File: config.mk
export PLATFORM = sky130hd
export DESIGN_NAME = garage_door_input_conditioner
export DESIGN_NICKNAME = d
export VERILOG_FILES = /design/src/rtl/garage_door_input_conditioner.sv
export SDC_FILE = /design/constraint.sdc
export NUM_CORES = 1
export LEC_CHECK = 0
export BUFFER_PORTS_ARGS = -buffer_cell sky130_fd_sc_hd__buf_2
export CORE_UTILIZATION = 37
export DETAILED_ROUTE_END_ITERATION = 7
export GPL_TIMING_DRIVEN = 0
export PLACE_DENSITY_LB_ADDON = 0.2
export SLEW_MARGIN = 40
export SYNTH_ARGS = -nofsm -noshare
export SYNTH_HDL_FRONTEND = slang
export SYNTH_SLANG_ARGS = --single-unit
File: constraint.sdc
create_clock -name CLK -period 1.5 [get_ports CLK]
set_input_delay 0.15 -clock CLK [delete_from_list [all_inputs] [get_ports CLK]]
set_output_delay 0.15 -clock CLK [all_outputs]
set_load 0.02 [all_outputs]
File: src/rtl/garage_door_input_conditioner.sv
// Purpose : synchronise and debounce the wall button and both limit switches; one Activate pulse per press.
// Latency : raw edge sampled at edge 0 -> UP_Max/DN_Max at edge DB_CYCLES+2, Activate at edge DB_CYCLES+3.
// Backpressure: none; free-running level inputs, outputs are plain registered levels/pulses.
//
// Ports: CLK clock, RST async active-low reset, BTN_raw/UP_Max_raw/DN_Max_raw raw asynchronous
//        inputs, Activate one-cycle press pulse, UP_Max/DN_Max debounced limits, FAULT limit conflict.
// Optional feature macro: GARAGE_LIMIT_FAULT_EN (both limits active -> FAULT, new presses suppressed).
module garage_door_input_conditioner #(
  parameter int DB_CYCLES = 4
) (
  input  logic CLK,
  input  logic RST,
  input  logic BTN_raw,
  input  logic UP_Max_raw,
  input  logic DN_Max_raw,
  output logic Activate,
  output logic UP_Max,
  output logic DN_Max,
  output logic FAULT
);

  localparam int CW = $clog2(DB_CYCLES + 1);
  localparam logic [CW-1:0] CNT_LAST = CW'(DB_CYCLES - 1);

  // Channel index: 0 = button, 1 = upper limit, 2 = lower limit.
  logic [2:0]    raw;
  logic [2:0]    s1;
  logic [2:0]    s2;
  logic [2:0]    deb;   // debounce decision register (compared against s2)
  logic [2:0]    lvl;   // registered debounced levels driven to the outputs/FSM
  logic [CW-1:0] cnt [3];

  assign raw = {DN_Max_raw, UP_Max_raw, BTN_raw};

  always_ff @(posedge CLK or negedge RST) begin
    if (!RST) begin
      s1  <= '0;
      s2  <= '0;
      deb <= '0;
      lvl <= '0;
      for (int i = 0; i < 3; i++) cnt[i] <= '0;
    end else begin
      s1  <= raw;
      s2  <= s1;
      lvl <= deb;
      for (int i = 0; i < 3; i++) begin
        // Any sample agreeing with the current value breaks the run and restarts the count.
        if (s2[i] == deb[i]) begin
          cnt[i] <= '0;
        end else if (cnt[i] == CNT_LAST) begin
          deb[i] <= s2[i];
          cnt[i] <= '0;
        end else begin
          cnt[i] <= cnt[i] + 1'b1;
        end
      end
    end
  end

  assign UP_Max = lvl[1];
  assign DN_Max = lvl[2];

  logic fault_q;

`ifdef GARAGE_LIMIT_FAULT_EN
  always_ff @(posedge CLK or negedge RST) begin
    if (!RST) fault_q <= 1'b0;
    else      fault_q <= lvl[1] & lvl[2];
  end
`else
  assign fault_q = 1'b0;
`endif

  assign FAULT = fault_q;

  typedef enum logic [1:0] {IDLE, PULSE, HELD} btn_state_t;

  btn_state_t state;
  logic       act_q;

  // Activate is registered alongside the state so it is high exactly while in PULSE.
  always_ff @(posedge CLK or negedge RST) begin
    if (!RST) begin
      state <= IDLE;
      act_q <= 1'b0;
    end else begin
      case (state)
        IDLE: begin
          if (lvl[0]) begin
            // A press that arrives while the limits conflict is swallowed; wait for release.
            if (fault_q) begin
              state <= HELD;
              act_q <= 1'b0;
            end else begin
              state <= PULSE;
              act_q <= 1'b1;
            end
          end else begin
            act_q <= 1'b0;
          end
        end
        PULSE: begin
          act_q <= 1'b0;
          state <= lvl[0] ? HELD : IDLE;
        end
        HELD: begin
          act_q <= 1'b0;
          if (!lvl[0]) state <= IDLE;
        end
        default: begin
          state <= IDLE;
          act_q <= 1'b0;
        end
      endcase
    end
  end

  assign Activate = act_q;

endmodule

==> impl_metrics.ini <==
[logic_synthesis]
synth_cell_type_count = 12
syn_nets = 59
netlist.top_cell.by_area = dfrtp_1
synth_seq_area_share_pct = 71.54
post-synth-top-area-fraction_pct = 71.54
ys_async_sr_fraction_pct = 100.0
ys_dominant_reg_cell = dfrtp_1
yosys-top-cells-area = dfrtp_1, nor3b_1, nor2b_4
ys_ff_latch = 24
synth_area_um2 = 839.6
synth_most_common_cell = dfrtp_1
postSynthAreaPerCell_um2 = 16.46
ys.warnings.count = 0
synth.top_cells.by_count = dfrtp_1, nor3b_1
synth_edf_count = 0
number_of_standard_cells_after_synthesis = 51

[setup_path]
critical_path.endpoint_type = flop
crit_type = flop to flop
critical_path_peak_fanout = 3
setup.worst_path.start_class = flop
crit_family = flip-flops
worst_path_max_delay_cell = dfrtp_1
critPathArrivalTime_ns = 1.35
cpPeakStageDelay_ns = 0.37
timing.rr.start = cnt[3]
register_to_register_setup_slack_ns = 0.35
worst-r2r-cell-count = 3
critPathBufInv = 0
critical_path_cell_sequence = ha_1, nor2b_4, mux2_2
cp.required_ns = 1.70
r2r-end = deb[1]

[global_routing]
grt.overflow.total = 0
grt_util_all_layers_pct = 8.587
grt_pass1_vias = 350
pin_count_of_the_biggest_net_entering_global_routing = 25
grt_first_pass_wirelength_um = 1531
antenna_found_initial = 0

[clock_tree]
numCtsBuffers = 3
clkLatencyLatePin_ns = 0.30
cts_root_buf = clkbuf_4
cts.reportedPaths.clkPinSlew_ns = 0.12
cts.repair.resized = 0
post_cts.repair.setup_buffers = 0
clock_path_buffers = 2
tritoncts = done
tritoncts_num_sinks = 24
hold_buffers = 4
h-tree-depth = 1

[pwr]
power.density_nw_per_um2 = 1685
switching_share_of_total_power_pct = 27.52
p_seq_share_pct = 56.3
vdd.ir_drop.worst_v = 0.0008479
intPower_mw = 1.202
pwr-share-clk_pct = 19.3
p_comb_share_pct = 24.3
net_switching_power_mw = 0.4566
total_leakage_power_nw = 0.4608

[cells_and_area]
syn_to_layout_area_delta_pct = 17.29
n_fill_cell = 184
antennaDiodeCount = 0
post_route_cells_drive_above_1_share_pct = 27.27
nets = 75

[floorplanning]
die_h_um = 49.64
initial_core_util_pct = 41.12
floorplan.rows = 16
fp.dieW_um = 49.64
floorplan_die_area_um2 = 2464
core-area_um2 = 2042
top_level_i_o_count = 9

[drt]
vias = 390
number_of_remaining_drc_errors = 0
detail_route.first_pass.iterations = 2
dr.first_iter.drc_count = 1
totalWireLength_um = 884
wirelength_per_cell_um = 9.505
via_per_inst = 4.194
antenna_violating_nets_remaining = 0

[sta]
slew_violations = 0
final.setup.tns_ns = 0
finClkSkew_ns = 0.002130
layout_worst_path_cycle_share_pct = 76.36
finalSetupViolations = 0
achievable-frequency_mhz = 873.0
setup_slack_ns = 0.3545
finalCriticalPeriod_ns = 1.145
rsz_0062_raised_after_global_routing = false
finalHoldViolCount = 0

[place]
dp_hpwl_um = 609.7
dpl_worst_slack_ns = 0.3624
placement.io_buffers = 7
place.gp.congestion = 0.7025

[status]
outcome = finished clean

[min_path]
type_of_the_most_critical_hold_path = input port to async pin

[job]
maxCapViolCount = 0
## kinds of logic after synthesis
logic type	share of synthesized area (%)
XOR/XNOR	4.174
adder cells (fa/ha/maj)	4.471
buffers and inverters	0.8945
flip-flops	71.54
multiplexers	4.024
other	0.4467
AND/OR/NAND/NOR	14.46
## cell usage in the layout, fill, tap and decap left out, drive strengths merged
master        n
and2          1
xor2          1
nor3          3
nor3b         7
conb          1
xnor2         3
clkbuf        4
buf           8
ha            3
nor2b         4
dfrtp        24
dlygate4sd3   4
mux2          3
## stage by stage
stage | instance area (um2) | util, % | instances | power (mW) | hold slack, ns
2_1_floorplan | 839.6 | - | 51 | 1.245 | -0.1456
3_3_place_gp | 908.4 | 44.49 | 85 | 1.343 | 0.1596
3_5_place_dp | 908.4 | 44.49 | 85 | 1.356 | 0.1509
4_1_cts | 984.7 | 48.22 | 93 | 1.687 | 0.3363
5_1_grt | 984.7 | 48.22 | 93 | 1.786 | 0.3640
6_report | 984.7 | 48.22 | 93 | 1.659 | 0.3233
## worst max-delay path by stage
| stage | cells past startpoint | from | endpoint |
|---|---|---|---|
| 3_5_place_dp | 3 | cnt[3] | deb[1] |
| 6_report | 3 | cnt[3] | deb[1] |
| 5_1_grt | 3 | cnt[3] | deb[1] |
| 4_1_cts | 3 | cnt[3] | deb[1] |
| 2_1_floorplan | 3 | cnt[3] | deb[1] |
| 3_3_place_gp | 3 | cnt[3] | deb[1] |
## power by group through the flow
stage	Clock [mW]	Sequential [mW]	Combinational, mW
finish	0.321	0.935	0.403
CTS	0.338	0.938	0.411
floorplan	0	0.983	0.262
detailed placement	0	0.952	0.404
global placement	0	0.946	0.396
global route	0.364	0.962	0.460
## metal layers
metal,global-route usage (%),vias to the layer above,part of all wire [%]
li1,-,198,-
met2,11.04,11,40
met4,4.286,0,1.5
met1,11.54,179,52
met5,0,-,0
met3,4.630,2,6.3
## registers in the layout, indices dropped and copies added, names as in the netlist
name and cells:
s2 3, deb 3, s1 3, state 2
cnt 9, Activate 1, lvl 3
## layout make-up
cell class | instances | area [um2] | area share, %
Multi-Input combinational cell | 26 | 231.5 | 23.51
Sequential cell | 24 | 600.6 | 60.99
Clock buffer | 4 | 36.28 | 3.685
Timing Repair Buffer | 11 | 75.07 | 7.624
Tap cell | 27 | 33.78 | 3.431
Buffer | 1 | 7.507 | 0.7624
Note: power is estimated with default switching activity, not from simulation.
